$ cat src/rtl/if_pkg.sv
// Shared fetch-stage definitions: default widths, reset PC, FSM states and the
// {pc, inst} entry carried through the instruction queue.
package if_pkg;

    localparam int XLEN_DEF = 32;
    localparam int ILEN     = 32;
    localparam logic [XLEN_DEF-1:0] RESET_PC_DEF = '0;

    typedef enum logic {
        ST_RUN   = 1'b0,
        ST_FLUSH = 1'b1
    } fetch_state_e;

    // Queue entries carry XLEN_DEF-bit PCs; the top's XLEN must not exceed it.
    typedef struct packed {
        logic [XLEN_DEF-1:0] pc;
        logic [ILEN-1:0]     inst;
    } fetch_entry_t;

endpackage

$ cat src/rtl/if_fifo.sv
// Synchronous instruction queue of fetch entries with push, pop, flush and an
// occupancy count. Flush wins over a simultaneous push or pop.
module if_fifo
    import if_pkg::*;
#(
    parameter int DEPTH = 4,
    localparam int AW = $clog2(DEPTH),
    localparam int CW = $clog2(DEPTH + 1)
) (
    input  logic         clk,
    input  logic         rst,
    input  logic         push,
    input  fetch_entry_t push_data,
    input  logic         pop,
    input  logic         flush,
    output fetch_entry_t head,
    output logic         empty,
    output logic [CW-1:0] count
);

    fetch_entry_t  mem [DEPTH];
    logic [AW-1:0] wr_ptr;
    logic [AW-1:0] rd_ptr;

    // DEPTH is a power of two, so the pointers wrap naturally.
    always_ff @(posedge clk or negedge rst) begin
        if (!rst) begin
            wr_ptr <= '0;
            rd_ptr <= '0;
            count  <= '0;
        end else if (flush) begin
            wr_ptr <= '0;
            rd_ptr <= '0;
            count  <= '0;
        end else begin
            if (push) wr_ptr <= wr_ptr + 1'b1;
            if (pop)  rd_ptr <= rd_ptr + 1'b1;
            count <= count + CW'(push) - CW'(pop);
        end
    end

    always_ff @(posedge clk) begin
        if (push && !flush) mem[wr_ptr] <= push_data;
    end

    assign head  = mem[rd_ptr];
    assign empty = (count == '0);

endmodule

$ cat src/rtl/if_fetch_queue.sv
// Instruction fetch queue: issues sequential word fetches, queues in-order responses
// for decode, and drops stale responses after a redirect. FETCH_BYPASS_EN adds 0-cycle bypass.
module if_fetch_queue
    import if_pkg::*;
#(
    parameter int XLEN      = XLEN_DEF,
    parameter int DEPTH     = 4,
    parameter int MAX_OUTST = 2,
    parameter logic [XLEN-1:0] RESET_PC = XLEN'(RESET_PC_DEF)
) (
    input  logic            clk,
    input  logic            rst,
    output logic            mem_req_valid,
    input  logic            mem_req_ready,
    output logic [XLEN-1:0] mem_req_addr,
    input  logic            mem_rsp_valid,
    input  logic [ILEN-1:0] mem_rsp_data,
    input  logic            redirect_valid,
    input  logic [XLEN-1:0] redirect_pc,
    output logic            id_valid,
    input  logic            id_ready,
    output logic [XLEN-1:0] id_pc,
    output logic [ILEN-1:0] id_inst
);

    localparam int OW = $clog2(MAX_OUTST + 1);
    localparam int CW = $clog2(DEPTH + 1);
    localparam int SW = $clog2(DEPTH + MAX_OUTST + 1) + 1;

    fetch_state_e    state, state_next;
    logic [XLEN-1:0] fetch_pc;
    logic [XLEN-1:0] rsp_pc;
    logic [OW-1:0]   outst;
    logic [OW-1:0]   discard, discard_next;
    logic [CW-1:0]   occ;
    logic            q_empty;
    fetch_entry_t    head;
    fetch_entry_t    push_data;
    logic            req_fire, rsp_keep, bypass, push, pop;
    logic [XLEN-1:0] redirect_aligned;

    assign redirect_aligned = {redirect_pc[XLEN-1:2], 2'b00};
    assign req_fire = mem_req_valid && mem_req_ready;
    assign rsp_keep = mem_rsp_valid && (state == ST_RUN) && !redirect_valid;

    // Stale requests will not occupy the queue, so they do not count against it.
    assign mem_req_valid = rst && !redirect_valid && (outst < OW'(MAX_OUTST)) &&
                           ((SW'(occ) + SW'(outst) - SW'(discard)) < SW'(DEPTH));
    assign mem_req_addr  = fetch_pc;

`ifdef FETCH_BYPASS_EN
    assign bypass = rst && q_empty && rsp_keep;
`else
    assign bypass = 1'b0;
`endif

    assign id_valid  = !q_empty || bypass;
    assign id_pc     = !q_empty ? XLEN'(head.pc) : (bypass ? rsp_pc : '0);
    assign id_inst   = !q_empty ? head.inst : (bypass ? mem_rsp_data : '0);
    assign pop       = !q_empty && id_ready && !redirect_valid;
    assign push      = rsp_keep && !(bypass && id_ready);
    assign push_data = '{pc: XLEN_DEF'(rsp_pc), inst: mem_rsp_data};

    if_fifo #(.DEPTH(DEPTH)) u_fifo (
        .clk       (clk),
        .rst       (rst),
        .push      (push),
        .push_data (push_data),
        .pop       (pop),
        .flush     (redirect_valid),
        .head      (head),
        .empty     (q_empty),
        .count     (occ)
    );

    always_comb begin
        discard_next = discard;
        state_next   = state;
        // A response landing on the redirect edge retires one stale request already.
        if (redirect_valid) begin
            discard_next = outst - OW'(mem_rsp_valid);
        end else if (mem_rsp_valid && (discard != '0)) begin
            discard_next = discard - OW'(1);
        end
        case (state)
            ST_RUN:   if (discard_next != '0) state_next = ST_FLUSH;
            ST_FLUSH: if (discard_next == '0) state_next = ST_RUN;
            default:  state_next = ST_RUN;
        endcase
    end

    always_ff @(posedge clk or negedge rst) begin
        if (!rst) begin
            state   <= ST_RUN;
            discard <= '0;
        end else begin
            state   <= state_next;
            discard <= discard_next;
        end
    end

    // rsp_pc is the PC of the next kept response; responses return in request order.
    always_ff @(posedge clk or negedge rst) begin
        if (!rst) begin
            fetch_pc <= RESET_PC;
            rsp_pc   <= RESET_PC;
            outst    <= '0;
        end else begin
            outst <= outst + OW'(req_fire) - OW'(mem_rsp_valid);
            if (redirect_valid) begin
                fetch_pc <= redirect_aligned;
                rsp_pc   <= redirect_aligned;
            end else begin
                if (req_fire) fetch_pc <= fetch_pc + XLEN'(4);
                if (rsp_keep) rsp_pc   <= rsp_pc + XLEN'(4);
            end
        end
    end

endmodule

$ cat config.mk
export PLATFORM = sky130hd
export DESIGN_NAME = if_fetch_queue
export DESIGN_NICKNAME = d
export VERILOG_FILES = /design/src/rtl/if_pkg.sv /design/src/rtl/if_fifo.sv /design/src/rtl/if_fetch_queue.sv
export SDC_FILE = /design/constraint.sdc
export NUM_CORES = 1
export LEC_CHECK = 0
export ABC_AREA = 1
export CAP_MARGIN = 20
export CORE_ASPECT_RATIO = 1.5
export CORE_UTILIZATION = 50
export CTS_CLUSTER_SIZE = 28
export DETAILED_ROUTE_END_ITERATION = 7
export PLACE_DENSITY = 0.81
export SYNTH_ARGS = -nofsm -noshare
export SYNTH_HDL_FRONTEND = slang
export SYNTH_SLANG_ARGS = --single-unit
$ cat constraint.sdc
create_clock -name clk -period 5.3 [get_ports clk]
set_input_delay 0.53 -clock clk [delete_from_list [all_inputs] [get_ports clk]]
set_output_delay 0.53 -clock clk [all_outputs]
set_load 0.02 [all_outputs]
==> impl_metrics.csv, run 1 <==
group,metric,value,unit
clock_network,cts_root_buf,"clkbuf_16",
route,antenna_left,0,
critical_path,cp_common_cell,"nor2_1",
global_routing,grt_usage,23.7,%
sta,clock.fmax,248,MHz
sta,period_share,76.1,%
pwr,p_leak,6.71,nW
floorplanning,row_count,76,
finish,syn_to_final_growth,20.2,%
global_routing,grt-ovfl-total,0,
global_routing,grt_pass1_wl,55400,µm
sta,setup-violations-final,0,
clock_network,cts_tree,"built",
pwr,vdd_drop_max,0.249,mV
route,drt_iter0_drc,718,
synthesis,yosysWarnings,0,
placed_design,portBuffers,161,
route,remaining_drc_errors,0,
pwr,power.density,442,nW/µm²
sta,max_slew_margin,36.7,%
sta,fin_ws,1270,ps
placed_design,place.gp.congestion,0.897,
floorplanning,die_area,30100,µm²
sta,finClkSkew,11.3,ps
floorplanning,die_h,212,µm
clock_network,cts_buffers,30,
outcome,status,"completed",
critical_path,crit_path_top_delay_cell,"dfrtp_4",
sta,grt_setup_unrepaired,"no",
finish,drive_above_1_share,5.09,%
synthesis,ys_types,38,
synthesis,syn_area,14700,µm²
synthesis,syn_inst,1546,
route,vias,11300,
critical_path,crit_chain,"buf_4 > nor2_1 > nor2_1 > o21ai_0 > a21oi_1 > clkdlybuf4s50_1",
global_routing,antenna_found_initial,0,
critical_path,crit_required,4770,ps
clock_network,clockBufferDepth,3,
sta,tightest_slew,950,ps
floorplanning,die_x,142,µm
clock_network,clkLatencyLatePin,550,ps
route,wl_per_cell,16.9,µm
finish,n_fill_cell,2289,
sta,fin_crit,4030,ps
route,routed_wl,35500,µm
critical_path,path_class,"reg2out",
synthesis,ys_ff_latch,320,
floorplanning,core_region_area,28800,µm²
critical_path,critPathLaunchType,"register",
route,vias_per_cell,5.39,
critical_path,cp-end-kind,"output port",
clock_network,clock_sinks,320,
floorplanning,start_util,51.0,%
critical_path,slowest_delay,800,ps
synthesis,ys_seq_area_share,62.9,%
sta,whs,485,ps
sta,drv_slew,0,
floorplanning,io-pin-count,168,
critical_path,critPathArrivalTime,3500,ps
global_routing,grt_pass1_vias,11000,
route,first_pass_iters,5,
synthesis,syn_area_per_cell,9.51,µm²
clock_network,clk_pin_slew_worst_paths,70,ps
finish,insertedDiodeCount,0,
job,maxCapViolCount,0,
placed_design,place_ws,1870,ps
critical_path,crit_fanout,78,
min_path,hold_class,"in2async",
sta,finalHoldViolations,0,
global_routing,grt_max_degree,79,
clock_network,ctsResizeCount,0,
placed_design,dp_hpwl,22100,µm
clock_network,h-tree-depth,1,
sta,setup_tns,0,ps
finish,nets,1773,
-- path summary, 6_finish.rpt --
kind	end	cells past startpoint	slack, ps	start
worst max-delay path	id_pc[20]	6	1270	u_fifo.rd_ptr[0]
worst min-delay path	mem_req_addr[25]	2	480	rst
worst max register to register	u_fifo.count[2]	13	2430	u_fifo.count[2]
worst min register to register	mem_req_addr[31]	2	550	mem_req_addr[31]
max in group asynchronous	u_fifo.rd_ptr[0]	3	3620	rst
min in group clk	mem_req_addr[28]	3	540	redirect_valid
-- Yosys cell counts --
library cell,number,share of area [%]
o221ai_1,4,0.24
and3_1,2,0.085
nand3_4,1,0.12
a21oi_1,85,2.9
o21ai_1,6,0.20
nand2_4,1,0.077
ha_1,15,1.3
and2_1,1,0.043
o31ai_1,1,0.051
clkbuf_1,41,1.0
dfrtp_1,72,12
nand3b_1,4,0.20
inv_1,96,2.5
fa_1,2,0.27
o21bai_1,5,0.26
edfxtp_1,248,51
nand3_1,75,2.6
nand2_1,313,8.0
buf_6,3,0.23
buf_4,8,0.41
xor2_1,8,0.48
nor2_1,351,9.0
nor2_4,1,0.077
o21ai_0,149,5.1
buf_1,6,0.15
conb_1,1,0.026
o211ai_1,5,0.26
inv_6,1,0.060
a31oi_1,2,0.085
buf_2,12,0.41
nor2_2,6,0.26
xnor2_1,3,0.18
o21a_1,1,0.051
inv_2,3,0.077
or2_2,1,0.043
o22ai_1,1,0.043
nand4_1,5,0.21
nor3_1,7,0.24
-- layout make-up --
cell class	count	area [µm²]	area share (%)
clock inverters	21	196	1.11
well taps	390	488	2.76
repair buffers	175	1750	9.89
multi-input cells	1059	4790	27.1
clock buffers	35	811	4.59
flip-flops and latches	320	9250	52.4
inverters	100	380	2.15
-- state kept, by name (all words and copies together), names as in the netlist --
name,flops
discard,2
mem_req_addr,30
outst,2
rsp_pc,30
state,1
u_fifo.count,3
u_fifo.mem,248
u_fifo.rd_ptr,2
u_fifo.wr_ptr,2
-- timing repair --
action,in CTS,in global routing
hold endpoints to repair,18,0
setup buffers,0,0
hold buffers,1,0
-- where the power goes --
part | total, W | internal [W] | leakage [nW] | switching (W)
Combinational | 0.00244 | 0.000936 | 3.09 | 0.00150
Clock | 0.00216 | 0.00124 | 0.494 | 0.000919
Sequential | 0.00321 | 0.00293 | 3.13 | 0.000272
-- kinds of logic (layout without fill, tap and decap cells) --
logic type	after synthesis	after routing	share of synthesized area [%]
other cells	1	4	0.0255
xor+xnor	11	11	0.655
compound gates	259	259	9.15
fa+ha+maj	17	17	1.55
buf+inv	170	331	4.83
simple gates	768	768	20.9
flops	320	320	62.9
-- per-stage QoR --
stage	utilization (%)	std cells	power [W]	area (µm²)
final	61.3	2100	0.00781	17700
after global routing	61.3	2100	0.00819	17700
after CTS	61.3	2100	0.00785	17700
after detailed placement	57.8	2043	0.00569	16600
after global placement	57.8	2043	0.00561	16600
after floorplan	-	1549	0.00463	14700
-- layer usage --
| layer | global-route usage (%) | wire length [µm] |
|---|---|---|
| met1 | 28.1 | 13600 |
| met2 | 43.3 | 18300 |
| met3 | 3.22 | 2420 |
| met4 | 8.82 | 1130 |
| met5 | 0 | 0 |
-- cells in the final DEF (no fill, tap or decap), types with 31 or more instances in the layout --
| master | n |
|---|---|
| nand3_1 | 75 |
| clkbuf_16 | 31 |
| nor2_1 | 346 |
| o21ai_0 | 149 |
| nand2_1 | 313 |
| clkdlybuf4s50_1 | 159 |
| inv_1 | 96 |
| edfxtp_1 | 248 |
| dfrtp_1 | 70 |
| a21oi_1 | 85 |
-- critical path, delay by kind of cell (launching register included) --
family | cells | cell delay [ps]
AOI/OAI and AO/OA | 2 | 420
buffers and inverters | 2 | 1410
DFF | 1 | 800
and+or+nand+nor | 2 | 240
(Power assumes the default switching activity.)
==> run 2, diff against run 1 <==
- PLACE_DENSITY: 0.81 -> 0.84
- clock period: 5.3 -> 3.45 ns (I/O delays scaled with it)
==> run 2 against run 1 <==
Register-to-register slack worse by 1800 ps. Power is 53% higher. Global-route usage is 0.13 points lower. Sequential cell count stayed put. Die area stayed put. Critical path type unchanged. First-iteration DRC count is 3.8% higher. Combinational power is 58% higher.
==> impl_metrics.csv, run 2 (synthesis results as in run 1) <==
group,metric,value,unit
outcome,status,"completed",
finish,layout_common_cells,"347 x nor2_1, 313 x nand2_1, 248 x edfxtp_1",
route,remaining_drc_errors,0,
finish,n_fill_cell,2189,
floorplanning,die_x,142,µm
clock_network,clockBufferDepth,3,
sta,clock.fmax,303,MHz
route,vias,11400,
placed_design,place.gp.congestion,0.935,
clock_network,cts_buffers,29,
clock_network,h-tree-depth,1,
placed_design,dp_hpwl,22600,µm
floorplanning,die_h,212,µm
floorplanning,core_region_area,28800,µm²
min_path,hold_class,"in2async",
pwr,p_leak,6.78,nW
critical_path,crit_required,3110,ps
finish,post-route-util,61.6,%
finish,layout_commonest_cell,"nor2_1",
pwr,finalPower,0.0119,W
finish,regArea,9250,µm²
clock_network,clock_sinks,320,
floorplanning,io-pin-count,168,
pwr,switchingPower,0.00409,W
global_routing,grt-ovfl-total,0,
sta,grt_setup_unrepaired,"no",
clock_network,clk_pin_slew_worst_paths,60,ps
floorplanning,die_area,30100,µm²
placed_design,portBuffers,161,
finish,finalNonFillerCells,2107,
job,maxCapViolCount,0,
sta,setup-violations-final,0,
clock_network,cts_setup_buffers,0,
floorplanning,start_util,51.0,%
finish,insertedDiodeCount,0,
finish,final_area,17800,µm²
global_routing,antenna_found_initial,0,
sta,max_slew_margin,44.7,%
sta,period_share,95.6,%
pwr,switching_share,34.3,%
critical_path,cp-end-kind,"output port",
sta,finClkSkew,11.4,ps
critical_path,critPathLaunchType,"register",
route,routed_wl,35100,µm
critical_path,path_class,"reg2out",
finish,syn_to_final_growth,20.8,%
sta,finalHoldViolations,0,
finish,regMostFlops,"u_fifo.mem",
pwr,clockPowerShare,26.8,%
global_routing,grt_pass1_vias,11300,
route,antenna_left,0,
clock_network,cts_tree,"built",
route,vias_per_cell,5.43,
clock_network,clkLatencyLatePin,540,ps
global_routing,grt_usage,23.5,%
sta,tightest_slew,830,ps
global_routing,grt_max_degree,103,
clock_network,cts_root_buf,"clkbuf_16",
sta,fin_crit,3300,ps
sta,setup_tns,0,ps
finish,drive_above_1_share,5.24,%
finish,largest_reg_flops,248,
pwr,p_int,0.00783,W
pwr,pwr-share-comb,32.3,%
sta,drv_slew,0,
pwr,power.density,672,nW/µm²
route,drt_iter0_drc,745,
critical_path,critPathArrivalTime,2950,ps
placed_design,place_area,16800,µm²
pwr,power_frac_seq,41.0,%
route,first_pass_iters,5,
finish,nets,1782,
critical_path,crit_fanout,102,
placed_design,dp.cells,2053,
floorplanning,row_count,76,
global_routing,grt_pass1_wl,55200,µm
pwr,vdd_drop_max,0.527,mV
route,wl_per_cell,16.7,µm
finish,multi_input_area,4790,µm²
run 2: through the flow:
step                      hold WS (ps)  worst slack, ps
after floorplan                   49.4             -593
after global placement             283              695
after detailed placement           293              653
after CTS                          237              105
after global routing               255             40.3
final                              263              152
run 2: routing by layer:
metal	vias up	global-route usage, %	share of wire, %
met1	5421	26.9	38
met2	458	43.0	52
met3	83	3.27	6.9
li1	5472	-	-
met5	-	0	0
met4	0	11.1	3.7
run 2: timing repair:
action,CTS,global route
gates resized for setup,0,1
endpoints found under the setup margin,0,1
endpoints found under the hold margin,11,0
hold buffers,1,0
run 2: cell type report:
class / instances / share of cell area, %
repair buffers: 185 / 10.6
multi-input cells: 1059 / 27.0
clock buffers: 41 / 4.86
flip-flops and latches: 320 / 52.1
clock inverters: 12 / 0.564
well taps: 390 / 2.75
inverters: 100 / 2.14
run 2: worst max-delay path, stage by stage (launching register included):
cell	delay (ps)
dfrtp_4	610
buf_12	410
nor2_1	110
nor2_1	110
o21ai_0	90
a21oi_1	330
clkdlybuf4s50_1	670
run 2: power groups by stage:
stage | Clock [W] | Combinational [W] | Sequential (W)
floorplan | 0 | 0.00221 | 0.00490
global placement | 0 | 0.00374 | 0.00494
detailed placement | 0 | 0.00386 | 0.00495
CTS | 0.00324 | 0.00387 | 0.00487
global route | 0.00338 | 0.00421 | 0.00492
finish | 0.00319 | 0.00385 | 0.00488
run 2: final timing paths:
check	start	end	slack, ps	cells after the start
min in group clk	redirect_pc[10]	rsp_pc[10]	410	3
worst min-delay path	rst	mem_req_addr[26]	260	2
worst max-delay path	u_fifo.rd_ptr[0]	id_pc[10]	150	6
worst min register to register	mem_req_addr[3]	mem_req_addr[3]	570	2
worst max register to register	outst[1]	outst[1]	640	14
max in group asynchronous	rst	u_fifo.rd_ptr[0]	1950	3
